===== config.mk =====
export PLATFORM = sky130hd
export DESIGN_NAME = dtmf_dial_sequencer
export DESIGN_NICKNAME = d
export VERILOG_FILES = /design/src/rtl/dtmf_pkg.sv /design/src/rtl/dtmf_dwell_counter.sv /design/src/rtl/dtmf_dial_sequencer.sv
export SDC_FILE = /design/constraint.sdc
export NUM_CORES = 1
export LEC_CHECK = 0
export CORE_ASPECT_RATIO = 0.75
export CORE_MARGIN = 3
export CORE_UTILIZATION = 49
export DETAILED_ROUTE_END_ITERATION = 12
export GPL_TIMING_DRIVEN = 1
export PLACE_DENSITY = 0.92
export SLEW_MARGIN = 5
export SYNTH_ARGS = -nofsm -noshare
export SYNTH_HDL_FRONTEND = slang
export SYNTH_SLANG_ARGS = --single-unit

===== constraint.sdc =====
create_clock -name clk -period 3.14 [get_ports clk]
set_clock_uncertainty 0.1 [all_clocks]
set_input_delay 0.785 -clock clk [delete_from_list [all_inputs] [get_ports clk]]
set_output_delay 0.785 -clock clk [all_outputs]
set_load 0.1 [all_outputs]

===== src/rtl/dtmf_pkg.sv =====
// Shared types and constants for the DTMF dial sequencer.
// Holds the FSM state encoding, the entry-format bit positions and the key codes.
package dtmf_pkg;

    typedef enum logic [2:0] {
        S_IDLE,
        S_FETCH,
        S_CHECK,
        S_TONE,
        S_GAP,
        S_FIN
    } state_t;

    localparam int END_MARK_BIT = 15;
    localparam int DIGIT_W      = 4;

    localparam logic [DIGIT_W-1:0] KEY_STAR = 4'hA;
    localparam logic [DIGIT_W-1:0] KEY_HASH = 4'hB;

endpackage


===== src/rtl/dtmf_dwell_counter.sv =====
// Loadable down-counter with a terminal-count flag.
// The sequencer shares one instance between the tone and gap phases.
module dtmf_dwell_counter #(
    parameter int W = 8
) (
    input  logic         clk,
    input  logic         rst_n,
    input  logic         load,
    input  logic [W-1:0] load_val,
    input  logic         dec,
    output logic         tc
);

    logic [W-1:0] count;

    always_ff @(posedge clk or negedge rst_n) begin
        if (!rst_n) begin
            count <= '0;
        end else if (load) begin
            count <= load_val;
        end else if (dec && (count != '0)) begin
            count <= count - 1'b1;
        end
    end

    assign tc = (count == '0);

endmodule


===== src/rtl/dtmf_dial_sequencer.sv =====
// Walks the dial-number RAM from BASE_ADDR and plays each stored digit as a
// timed DTMF tone followed by a silent gap.
//
//   state   | meaning
//   --------+--------------------------------------------------------
//   IDLE    | waiting for start
//   FETCH   | RAM read issued at BASE_ADDR+index
//   CHECK   | read data valid; end marker or latch digit and load tone
//   TONE    | tone generator enabled for TONE_CYCLES
//   GAP     | silence for GAP_CYCLES, then next entry or finish
//   FIN     | one-cycle done pulse, busy already low
module dtmf_dial_sequencer
    import dtmf_pkg::*;
#(
    parameter int ADDR_W      = 6,
    parameter int DATA_W      = 16,
    parameter int BASE_ADDR   = 0,
    parameter int MAX_DIGITS  = 12,
    parameter int TONE_CYCLES = 4000,
    parameter int GAP_CYCLES  = 2000
) (
    input  logic               clk,
    input  logic               rst_n,
    input  logic               start,
    input  logic               abort,
    output logic               ram_en,
    output logic               ram_we,
    output logic [ADDR_W-1:0]  ram_addr,
    output logic [DATA_W-1:0]  ram_di,
    input  logic [DATA_W-1:0]  ram_do,
    output logic               tone_en,
    output logic [DIGIT_W-1:0] tone_digit,
    output logic               busy,
    output logic               done,
    output logic [ADDR_W-1:0]  digit_count
);

    localparam int DWELL_MAX = (TONE_CYCLES > GAP_CYCLES) ? TONE_CYCLES : GAP_CYCLES;
    localparam int CNT_W     = $clog2(DWELL_MAX) + 1;

    localparam logic [CNT_W-1:0]  TONE_LOAD = CNT_W'(TONE_CYCLES - 1);
    localparam logic [CNT_W-1:0]  GAP_LOAD  = CNT_W'(GAP_CYCLES - 1);
    localparam logic [ADDR_W:0]   MAX_IDX   = (ADDR_W + 1)'(MAX_DIGITS);
    localparam logic [ADDR_W-1:0] BASE      = ADDR_W'(BASE_ADDR);

    state_t              state, state_nx;
    logic [ADDR_W-1:0]   index, index_nx;
    logic                cnt_load, cnt_dec, cnt_tc;
    logic [CNT_W-1:0]    cnt_val;
    logic                count_clr, count_inc, digit_ld;
    logic [DATA_W-1:0]   ram_do_unused;

    // Bits [14:4] of an entry carry no meaning for dialing.
    assign ram_do_unused = ram_do;

    assign ram_we = 1'b0;
    assign ram_di = '0;

    dtmf_dwell_counter #(.W(CNT_W)) u_dwell (
        .clk      (clk),
        .rst_n    (rst_n),
        .load     (cnt_load),
        .load_val (cnt_val),
        .dec      (cnt_dec),
        .tc       (cnt_tc)
    );

    always_ff @(posedge clk or negedge rst_n) begin
        if (!rst_n) begin
            state <= S_IDLE;
        end else begin
            state <= state_nx;
        end
    end

    always_comb begin
        state_nx  = state;
        index_nx  = index;
        cnt_load  = 1'b0;
        cnt_val   = TONE_LOAD;
        cnt_dec   = 1'b0;
        count_clr = 1'b0;
        count_inc = 1'b0;
        digit_ld  = 1'b0;
        if (abort && (state != S_IDLE)) begin
            state_nx = S_IDLE;
        end else begin
            case (state)
                S_IDLE: begin
                    if (start && !abort) begin
                        state_nx  = S_FETCH;
                        index_nx  = '0;
                        count_clr = 1'b1;
                    end
                end
                S_FETCH: state_nx = S_CHECK;
                S_CHECK: begin
                    if (ram_do[END_MARK_BIT]) begin
                        state_nx = S_FIN;
                    end else begin
                        digit_ld = 1'b1;
                        cnt_load = 1'b1;
                        cnt_val  = TONE_LOAD;
                        state_nx = S_TONE;
                    end
                end
                S_TONE: begin
                    if (cnt_tc) begin
                        count_inc = 1'b1;
                        cnt_load  = 1'b1;
                        cnt_val   = GAP_LOAD;
                        state_nx  = S_GAP;
                    end else begin
                        cnt_dec = 1'b1;
                    end
                end
                S_GAP: begin
                    if (cnt_tc) begin
                        // Stop before the address could run past the last allowed entry.
                        if (({1'b0, index} + 1'b1) == MAX_IDX) begin
                            state_nx = S_FIN;
                        end else begin
                            index_nx = index + 1'b1;
                            state_nx = S_FETCH;
                        end
                    end else begin
                        cnt_dec = 1'b1;
                    end
                end
                S_FIN:   state_nx = S_IDLE;
                default: state_nx = S_IDLE;
            endcase
        end
    end

    // Outputs are registered from the next state so they line up with the state they describe.
    always_ff @(posedge clk or negedge rst_n) begin
        if (!rst_n) begin
            index       <= '0;
            ram_en      <= 1'b0;
            ram_addr    <= '0;
            tone_en     <= 1'b0;
            tone_digit  <= '0;
            busy        <= 1'b0;
            done        <= 1'b0;
            digit_count <= '0;
        end else begin
            index   <= index_nx;
            ram_en  <= (state_nx == S_FETCH);
            tone_en <= (state_nx == S_TONE);
            busy    <= (state_nx != S_IDLE) && (state_nx != S_FIN);
            done    <= (state_nx == S_FIN);
            if (state_nx == S_FETCH) begin
                ram_addr <= BASE + index_nx;
            end
            if (digit_ld) begin
                tone_digit <= ram_do[DIGIT_W-1:0];
            end
            if (count_clr) begin
                digit_count <= '0;
            end else if (count_inc) begin
                digit_count <= digit_count + 1'b1;
            end
        end
    end

endmodule


# Word-level counts from Yosys, hierarchy flattened
# Index checks and enable logic that the tools add are counted.
op_classes:
  addsub: 4
  n_eq_ne: 9
  mux: 33
  reduce_logical: 13
ops:
  columns: ["cell", "count"]
  rows:
  - ["12-bit two-way mux", 3]
  - ["6-bit two-way mux", 6]
  - ["13-bit two-way mux", 2]
  - ["3-bit two-way mux", 6]
  - ["3-bit case mux with 5 select lines", 1]
  - ["13-bit logical NOT", 1]
  - ["1-bit two-way mux", 13]
  - ["13-bit nonzero test", 1]
  - ["13-bit by 1-bit subtractor with 13-bit output (second input constant)", 1]
  - ["6-bit by 1-bit adder with 6-bit output (second input constant)", 2]
  - ["6-bit case mux with 2 select lines", 1]
  - ["3-bit by 2-bit equality test with 1-bit output (second input constant)", 3]
  - ["6-bit by 1-bit adder with 7-bit output (second input constant)", 1]
  - ["7-bit by 4-bit equality test with 1-bit output (second input constant)", 1]
  - ["3-bit by 1-bit equality test with 1-bit output (second input constant)", 2]
  - ["3-bit equality test (second input constant)", 2]
  - ["3-bit nonzero test", 2]
  - ["1-bit logical AND", 4]
  - ["2-bit nonzero test", 2]
  - ["3-bit logical NOT", 1]
  - ["3-bit != test (second input constant)", 1]
  - ["1-bit case mux with 2 select lines", 1]
  - ["2-bit OR reduction", 1]
  - ["1-bit logical NOT", 1]
word_totals:
  regBits: 42
  in_bits: 20
  output_inout_bits: 37
  elab_cells: 69

# Depth between registers and ports, before layout
# Gate-level depths: netlist (run 1).
logic_depth:
  ltp_word: 8
  mapped_depth: 9

# By module
# From an unflattened synthesis (run 1), not the netlist that was laid out.
unflattened:
  hier_cells: 256
  area_unflattened_um2: 2464.9
modules_own_cells:
  columns: ["module", "instances", "cells_per_inst", "area_per_inst_um2"]
  rows:
  - ["dtmf_dial_sequencer", 1, 153, 1566.5]
  - ["dtmf_dwell_counter", 1, 103, 898.4]

# Worst setup path before layout (run 1)
# No wires, ideal clock.
synth_path:
  path_type: "register to register"
  startpoint: "reg u_dwell.count[7]"
  endpoint: "reg digit_count[4]"
  setup_time_ns: 0.074
  arrival_time_ns: 2.108
  slack_ns: 0.858
  stages_incl_launch_ff: 8
  path_buffers: 1
  period_less_slack_ns: 2.282
  cell_sequence: "dfrtp_1 > or4_4 > nor4_4 > buf_6 > and3_1 > nand4_1 > xor2_1 > nor2_1"
synth_between:
  elab_chain_len: 5
synth_lines:
  columns: ["item", "line", "source"]
  rows:
  - ["start: declaration", "dtmf_dwell_counter.sv:14", "logic [W-1:0] count;"]
  - ["start signal: assignment", "dtmf_dwell_counter.sv:20", "count <= load_val;"]
  - ["start signal: assignment", "dtmf_dwell_counter.sv:22", "count <= count - 1'b1;"]
  - ["13-bit logical NOT", "dtmf_dwell_counter.sv:26", "assign tc = (count == '0);"]
  - ["1-bit two-way mux", "dtmf_dial_sequencer.sv:108", "if (cnt_tc) begin"]
  - ["1-bit two-way mux", "dtmf_dial_sequencer.sv:88", "case (state)"]
  - ["1-bit two-way mux", "dtmf_dial_sequencer.sv:85", "if (abort && (state != S_IDLE)) begin"]
  - ["2-bit nonzero test (no source line)", null, null]
  - ["end signal: assignment", "dtmf_dial_sequencer.sv:162", "digit_count <= digit_count + 1'b1;"]
  - ["end: declaration", "dtmf_dial_sequencer.sv:35", "output logic [ADDR_W-1:0] digit_count"]
# Every way passes these cells.
# A chain may end at the register's enable or synchronous reset.

# Final worst setup path (run 1)
# Same ends and word-level chain as after synthesis.

==> results of run 1 <==
stage by stage:
stage / power, mW / utilization [%] / hold slack (ps) / instance area (sq um) / setup WS, ps
after floorplan: 1.089 / - / 385.1 / 2273 / 858.1
after global placement: 1.167 / 58.27 / 360.9 / 2450 / 369.2
after detailed placement: 1.180 / 58.27 / 367.4 / 2450 / 366.6
after CTS: 1.533 / 60.45 / 384.9 / 2541 / 477.1
after global routing: 1.594 / 60.45 / 407.9 / 2541 / 327.2
final: 1.523 / 60.45 / 385.2 / 2541 / 481.5
flip-flops by register name, summed over array words and instances, names as in the netlist:
| register | cells |
|---|---|
| u_dwell.count | 13 |
| digit_count | 6 |
| index | 6 |
| ram_addr | 6 |
| tone_digit | 4 |
| state | 3 |
| busy | 1 |
| done | 1 |
| ram_en | 1 |
| tone_en | 1 |
worst max-delay path, cell delays in order, from the launching register on:
cell and delay (ps):
dfrtp_1 430, or4_4 600, nor4_4 590, buf_4 220, and3_1 240, nand4_1 140, xor2_1 160, nor2_1 60
cells in the mapped netlist, types with 2 or more instances:
library cell	number
a21o_1	5
a21oi_1	4
a22o_1	2
a31oi_1	2
and3_1	2
buf_2	4
buf_4	17
clkbuf_1	3
dfrtp_1	42
ha_1	4
inv_1	5
mux2_2	4
nand2_1	25
nand2b_1	6
nand3_1	5
nand4_1	3
nor2_1	17
nor2b_1	3
nor3_1	7
nor4_1	5
nor4b_1	2
o21ai_0	7
o31ai_1	2
or2_2	3
or4_1	4
xnor2_1	12
xor2_1	6
kinds of logic after synthesis:
group / count (synthesis) / share of synthesized area, %
AND/OR/NAND/NOR: 90 / 21.76
XOR/XNOR: 18 / 7.123
multiplexers: 5 / 2.487
other: 1 / 0.1694
buffers and inverters: 30 / 8.536
flip-flops: 42 / 47.48
AO/OA/AOI/OAI: 32 / 10.18
adder cells (fa/ha/maj): 4 / 2.261
layer usage:
layer / part of all wire [%] / global-route usage (%)
met4: 1.6 / 7.229
met1: 50 / 25.12
met2: 42 / 24.70
met5: 0 / 0
met3: 6.5 / 4.253
power by group:
part | switching, mW | internal, mW
Sequential | 0.0665 | 0.606
Clock | 0.175 | 0.177
Combinational | 0.383 | 0.114
Total | 0.625 | 0.898
layout make-up:
cell class	count	area, sq um
repair buffers	35	277.8
inverters	5	18.77
well taps	55	68.82
flip-flops and latches	42	1051
clock inverters	1	5.005
multi-input cells	166	1033
fillers	360	1663
clock buffers	7	86.33
worst max-delay path by stage:
stage	start	end	slack, ps	cells after the start
5_1_grt	u_dwell.count[7]	digit_count[4]	330	7
3_3_place_gp	abort	u_dwell.count[10]	370	6
2_1_floorplan	u_dwell.count[7]	digit_count[4]	860	7
6_report	u_dwell.count[7]	digit_count[4]	480	7
3_5_place_dp	abort	u_dwell.count[10]	370	6
4_1_cts	u_dwell.count[7]	digit_count[4]	480	7
==> flow_metrics.py, run 1 <==
metrics = {
    "min_path": {
        "min_from": "ram_addr[5]",
        "whs_path_depth": 1,
        "min_to": "ram_addr[5]",
        "min_path_type": "register to register",
    },
    "power": {
        "vdd_drop_max_v": 0.0005546,
        "p_per_area_nw_per_um2": 599.2,
        "leakage_nw": 1.183,
    },
    "logic_synthesis": {
        "synth_area_leader_cell": "dfrtp_1",
        "synth_seq_area_share_pct": 47.48,
        "synth_area_per_cell_sq_um": 9.970,
        "ys_types": 48,
        "postSynthCellCount": 222,
        "synth_area_leaders": "dfrtp_1, buf_4, xnor2_1",
        "synth-seq-cells": 42,
        "syn_area_sq_um": 2213,
        "async_flop_share_pct": 100.0,
        "yosysWarnings": 0,
        "synth-edff-count": 0,
        "synth_top_area_share_pct": 47.48,
        "synthFlopType": "dfrtp_1",
    },
    "placed_design": {
        "hpwl_mm": 3.275,
        "placed_cells": 303,
        "port_buffers": 28,
        "place_congestion": 0.8379,
    },
    "sta": {
        "slew_headroom_pct": 39.05,
        "setup_viol_count_final": 0,
        "fmax_mhz": 376.2,
        "period_share_pct": 84.67,
        "finalHoldViolations": 0,
        "min_period_ps": 2658,
        "final_max_slew_viol_count": 0,
        "worst_pin_slew_ps": 914.3,
        "tns_ps": 0,
        "grt_setup_unrepaired": "no",
    },
    "clocking": {
        "cts_tree": "done",
        "cts_root_buf": "clkbuf_8",
        "post_cts_buffers": 0,
        "cts_buffers": 5,
        "post_cts_resized": 0,
        "cts-hold-fix-buffers": 0,
        "clk_pin_slew_worst_paths_ps": 80,
        "clock_path_buffers": 2,
        "cts-htree-levels": 2,
        "clkLatencyLatePin_ps": 290,
        "cts.sinks": 42,
    },
    "route": {
        "first_pass_iters": 4,
        "via_per_inst": 5.299,
        "wl_mm": 4.336,
        "num_vias": 1648,
        "wl_per_cell_microns": 13.94,
        "ant_nets": 0,
        "drt_iter0_markers": 115,
        "drc": 0,
    },
    "floorplanning": {
        "io_pins": 57,
        "initial_core_util_pct": 52.65,
        "die_w_microns": 83.61,
        "core_sq_um": 4204,
        "fp.dieH_microns": 64.21,
        "die-area_sq_um": 5368,
        "num_rows": 20,
    },
    "run_status": {
        "status": "complete, no violations",
    },
    "final_layout": {
        "diodes": 0,
        "final_common_cell": "dfrtp_1",
        "finalNonFillerCells": 311,
        "drive_above_1_share_pct": 19.14,
        "layout.cells.most_common_list": "dfrtp_1, buf_4, nand2_1",
        "syn2layout_area_growth_pct": 14.81,
        "nNetsFinal": 279,
    },
    "setup_path": {
        "required_ps": 3220,
        "critPathArrivalTime_ps": 2730,
        "start_kind": "register",
        "setup.worst_path.end_class": "register",
        "rr_startpoint": "u_dwell.count[7]",
        "r2r_cells": 7,
        "criticalPathCategory": "register to register",
        "r2r_slack_ps": 480,
        "crit_path_max_fanout": 10,
        "r2r_end": "digit_count[4]",
    },
    "grt": {
        "grt_max_degree": 43,
        "grt_pass1_vias": 1626,
        "grt_pass1_wl_mm": 7.479,
        "grt-ovfl-total": 0,
        "grt.total_usage_pct": 17.35,
        "antenna_found_initial": 0,
    },
    "run": {
        "drv_cap": 0,
    },
}
No activity file was read; power rests on OpenSTA's default activity.
==> inputs of run 2 (changes only) <==
==> constraint.sdc (replaced) <==
create_clock -name clk -period 2.5 [get_ports clk]
set_clock_uncertainty 0.1 [all_clocks]
set_input_delay 0.625 -clock clk [delete_from_list [all_inputs] [get_ports clk]]
set_output_delay 0.625 -clock clk [all_outputs]
set_load 0.1 [all_outputs]
==> run 2 against run 1 <==
Count of clock-buffer cells in the layout down 1. Combinational power up 39%. Power up 36%. Sequential share of layout area down 2.4 points.
==> flow_metrics.py, run 2 (synthesized netlist as in run 1, its figures left out) <==
metrics = {
    "run_status": {
        "status": "complete, no violations",
    },
    "route": {
        "wl_mm": 4.766,
        "drt_iter0_markers": 94,
        "via_per_inst": 5.344,
        "wl_per_cell_microns": 14.62,
        "ant_nets": 0,
        "drc": 0,
        "first_pass_iters": 4,
        "num_vias": 1742,
    },
    "placed_design": {
        "hpwl_mm": 3.650,
        "dpl_cell_area_sq_um": 2570,
        "port_buffers": 28,
        "dp_worst_setup_slack_ps": -81.92,
        "place_congestion": 0.8634,
    },
    "power": {
        "vdd_drop_max_v": 0.0007251,
        "swShare_pct": 39.23,
        "switchingPower_mw": 0.8115,
        "leakage_nw": 1.277,
        "p_comb_share_pct": 33.3,
        "seq_power_share_pct": 40.0,
        "p_per_area_nw_per_um2": 766.8,
        "p_int_mw": 1.257,
        "power_frac_clock_pct": 26.8,
    },
    "floorplanning": {
        "io_pins": 57,
        "core_sq_um": 4204,
        "die-area_sq_um": 5368,
        "die_w_microns": 83.61,
        "initial_core_util_pct": 52.65,
        "num_rows": 20,
        "fp.dieH_microns": 64.21,
    },
    "sta": {
        "setup_viol_count_final": 0,
        "fmax_mhz": 418.5,
        "period_share_pct": 95.57,
        "min_period_ps": 2389,
        "finalHoldViolations": 0,
        "worst_slack_ps": 110.7,
        "final_max_slew_viol_count": 0,
        "hold_ws_ps": 116.1,
    },
    "clocking": {
        "cts_root_buf": "clkbuf_8",
        "cts_tree": "done",
        "cts.sinks": 42,
        "clock_path_buffers": 2,
        "post_cts_resized": 0,
        "cts-htree-levels": 2,
        "post_cts_buffers": 0,
        "clk_pin_slew_worst_paths_ps": 80,
        "cts_buffers": 5,
        "clkLatencyLatePin_ps": 310,
        "cts-hold-fix-buffers": 0,
    },
    "final_layout": {
        "syn2layout_area_growth_pct": 21.88,
        "final_area_sq_um": 2698,
        "layout.cells.most_common_list": "buf_4, dfrtp_1, nand2_1",
        "diodes": 0,
        "final_common_cell": "buf_4",
        "regMostFlops": "u_dwell.count",
        "largest_register_ffs": 13,
        "drive_above_1_share_pct": 25.09,
        "nNetsFinal": 295,
    },
    "run": {
        "drv_cap": 0,
    },
    "setup_path": {
        "slowest_stage": "or4_4",
        "start_kind": "register",
        "setup.worst_path.end_class": "register",
        "critPathArrivalTime_ps": 2510,
        "path_buf_inv": 1,
        "crit_chain": "or4_4, nor4_4, buf_4, nand2_2, a2111oi_2, a31oi_1, a31oi_1",
        "required_ps": 2620,
        "crit_path_max_fanout": 6,
        "path_delay_family": "simple AND/OR/NAND/NOR gates",
        "criticalPathCategory": "register to register",
        "slowest_delay_ps": 580,
        "path_common_cell": "a31oi_1",
    },
    "grt": {
        "grt-ovfl-total": 0,
        "grt_pass1_vias": 1719,
        "grt_max_degree": 16,
        "grt_pass1_wl_mm": 8.038,
        "grt.total_usage_pct": 19.07,
        "antenna_found_initial": 0,
    },
    "min_path": {
        "min_path_type": "primary input to async pin",
    },
}
-- run 2: final timing paths --
kind / from / endpoint / slack (ps) / depth (start not counted)
worst min register to register: ram_addr[4] / ram_addr[4] / 380 / 1
worst max-delay path: u_dwell.count[4] / ram_addr[2] / 110 / 7
worst max register to register: u_dwell.count[4] / ram_addr[2] / 110 / 7
min in group clk: ram_addr[4] / ram_addr[4] / 380 / 1
max in group asynchronous: rst_n / digit_count[4] / 1680 / 2
worst min-delay path: rst_n / index[1] / 120 / 1
-- run 2: area by class of cell --
cell class                 instances  area (sq um)
clock buffer                       6         82.58
clock inverter                     1         30.03
fill                             340          1506
inverter                           5         18.77
multi-input combinational        166          1049
sequential                        42          1051
tap                               55         68.82
timing repair buffer              51         397.9
-- run 2: power by group through the flow --
stage                     clock [mW]  sequential (mW)  combinational, mW
final                          0.553            0.827              0.689
after global routing           0.592            0.838              0.730
after CTS                      0.567            0.822              0.689
after detailed placement           0            0.832              0.688
after global placement             0            0.827              0.678
after floorplan                    0             1.08              0.286
-- run 2: layer usage --
| layer | wire [microns] | GRT usage [%] |
|---|---|---|
| met1 | 2180 | 25.10 |
| met2 | 2120 | 29.17 |
| met3 | 340 | 5.026 |
| met4 | 124 | 9.438 |
| met5 | 0 | 0 |
-- run 2: worst register-to-register path, stage by stage (launching register included) --
cell and delay [ps]:
dfrtp_1 390, or4_4 580, nor4_4 360, buf_4 210, nand2_2 70, a2111oi_2 280
a31oi_1 110, a31oi_1 210
-- run 2: metrics by stage --
step	util, %	total power [mW]	setup TNS, ps	std cells
after floorplan	-	1.367	0	238
after global placement	61.13	1.505	0	319
after detailed placement	61.13	1.520	-116.9	319
after CTS	63.81	2.078	0	326
after global routing	64.17	2.160	-4.434	326
final	64.17	2.069	0	326
==> inputs of run 3 (changes only) <==
--- a/config.mk
+++ b/config.mk
@@ -11,7 +11,8 @@
 export DETAILED_ROUTE_END_ITERATION = 12
 export GPL_TIMING_DRIVEN = 1
 export PLACE_DENSITY = 0.92
-export SLEW_MARGIN = 5
+export REMOVE_ABC_BUFFERS = 1
+export SLEW_MARGIN = 20
 export SYNTH_ARGS = -nofsm -noshare
 export SYNTH_HDL_FRONTEND = slang
 export SYNTH_SLANG_ARGS = --single-unit
==> run 3 against run 2 <==
Highest routed layer unchanged. Global-route usage down 2.2 points. Sequential power is essentially flat. Critical path type unchanged. Sequential share of layout area hardly changed. Register-to-register slack worse by 30 ps. Final cell count did not move. Cell area hardly changed. Largest cell class is now multi-input combinational cells. Non-clock buffer count down 1.
==> flow_metrics.py, run 3 (synthesized netlist as in run 1, its figures left out) <==
metrics = {
    "grt": {
        "grt_pass1_vias": 1557,
        "grt.total_usage_pct": 16.88,
        "grt_max_degree": 43,
        "grt-ovfl-total": 0,
        "grt_pass1_wl_mm": 7.155,
        "antenna_found_initial": 0,
    },
    "sta": {
        "grt_setup_unrepaired": "yes",
        "setup_viol_count_final": 0,
        "hold_ws_ps": 282.3,
        "min_period_ps": 2421,
        "fmax_mhz": 413.1,
        "worst_pin_slew_ps": 524.5,
        "finalHoldViolations": 0,
        "period_share_pct": 96.83,
        "final_max_slew_viol_count": 0,
        "slew_headroom_pct": 65.03,
    },
    "power": {
        "vdd_drop_max_v": 0.0006868,
        "switchingPower_mw": 0.7997,
        "p_total_mw": 2.033,
        "p_per_area_nw_per_um2": 754.0,
        "p_int_mw": 1.233,
        "power_frac_clock_pct": 25.8,
        "swShare_pct": 39.34,
        "leakage_nw": 1.264,
        "seq_power_share_pct": 40.6,
        "p_comb_share_pct": 33.7,
    },
    "route": {
        "ant_nets": 0,
        "drt_iter0_markers": 105,
        "via_per_inst": 5.282,
        "wl_mm": 4.566,
        "num_vias": 1722,
        "wl_per_cell_microns": 14.01,
        "drc": 0,
        "first_pass_iters": 5,
    },
    "placed_design": {
        "place_congestion": 0.8975,
        "port_buffers": 28,
        "hpwl_mm": 3.324,
        "placed_cells": 315,
    },
    "run_status": {
        "status": "complete, no violations",
    },
    "final_layout": {
        "largest_register_ffs": 13,
        "nNetsFinal": 294,
        "layout.cells.most_common_list": "dfrtp_1, buf_4, nand2_1",
        "syn2layout_area_growth_pct": 21.82,
        "finalNonFillerCells": 326,
        "fill_cells": 331,
        "drive_above_1_share_pct": 24.72,
        "diodes": 0,
        "regMostFlops": "u_dwell.count",
    },
    "clocking": {
        "cts_tree": "done",
        "cts-htree-levels": 2,
        "clkLatencyLatePin_ps": 300,
        "clk_pin_slew_worst_paths_ps": 80,
        "clock_path_buffers": 2,
        "cts.sinks": 42,
        "cts_root_buf": "clkbuf_8",
        "cts_buffers": 5,
        "cts-hold-fix-buffers": 0,
    },
    "setup_path": {
        "setup.worst_path.end_class": "register",
        "critPathArrivalTime_ps": 2530,
        "r2r_cells": 8,
        "required_ps": 2610,
        "start_kind": "register",
        "criticalPathCategory": "register to register",
        "crit_path_max_fanout": 5,
    },
    "min_path": {
        "min_path_type": "primary input to async pin",
    },
    "floorplanning": {
        "core_sq_um": 4204,
        "fp.dieH_microns": 64.21,
        "die_w_microns": 83.61,
        "io_pins": 57,
        "initial_core_util_pct": 52.65,
        "die-area_sq_um": 5368,
        "num_rows": 20,
    },
    "run": {
        "drv_cap": 0,
    },
}
-- run 3: changes by cell type in the layout (fill, tap and decap cells not counted), sizes merged --
cell / delta
buf: -1
clkbuf: +1
-- run 3: what timing repair did --
item | 4_1_cts | 5_1_grt
endpoints found under the setup margin | 0 | 9
buffers inserted | 0 | 3
hold endpoints to repair | 0 | 0
resized for setup | 0 | 5
-- run 3: worst paths after layout --
path,startpoint,endpoint,slack [ps]
max,u_dwell.count[3],busy,80
min,rst_n,ram_addr[1],280
max reg2reg,u_dwell.count[3],busy,80
min reg2reg,ram_addr[5],ram_addr[5],390
max in group asynchronous,rst_n,digit_count[5],1650
min in group clk,ram_addr[5],ram_addr[5],390
-- run 3: area by class of cell --
cell class                      instances  area [sq um]  area share [%]
Clock buffer                            7         76.32           2.831
Sequential cell                        42          1051           38.98
Tap cell                               55         68.82           2.552
Clock inverter                          1         30.03           1.114
Inverter                                5         18.77          0.6961
Multi-Input combinational cell        166          1061           39.35
Timing Repair Buffer                   50         390.4           14.48
-- run 3: power groups by stage --
stage	Combinational [mW]	Clock, mW	Sequential [mW]
2_1_floorplan	0.254	0	1.09
3_3_place_gp	0.661	0	0.831
3_5_place_dp	0.671	0	0.836
4_1_cts	0.674	0.534	0.824
5_1_grt	0.720	0.565	0.834
6_report	0.685	0.524	0.825
-- run 3: metrics by stage --
stage          cell area, sq um  setup slack [ps]  utilization (%)  setup TNS [ps]
2_1_floorplan              2103             59.33                -               0
3_3_place_gp               2540             2.010            60.42               0
3_5_place_dp               2540            -88.68            60.42          -156.7
4_1_cts                    2646             22.74            62.95               0
5_1_grt                    2696            -36.78            64.14          -65.77
6_report                   2696             79.35            64.14               0
-- run 3: routing by layer --
metal / global-route usage [%] / wire length, microns / up-vias
li1: - / - / 836
met1: 24.04 / 2188 / 825
met2: 24.90 / 2060 / 56
met3: 4.253 / 262 / 5
met4: 6.024 / 55 / 0
met5: 0 / 0 / -
-- run 3: worst max-delay path, stage by stage (launching register included) --
cell and delay [ps]:
dfrtp_1 420, or4_4 560, nor4_4 410, buf_4 180
buf_4 100, mux2i_1 70, o22ai_2 200, nor2_1 80
a211oi_2 220
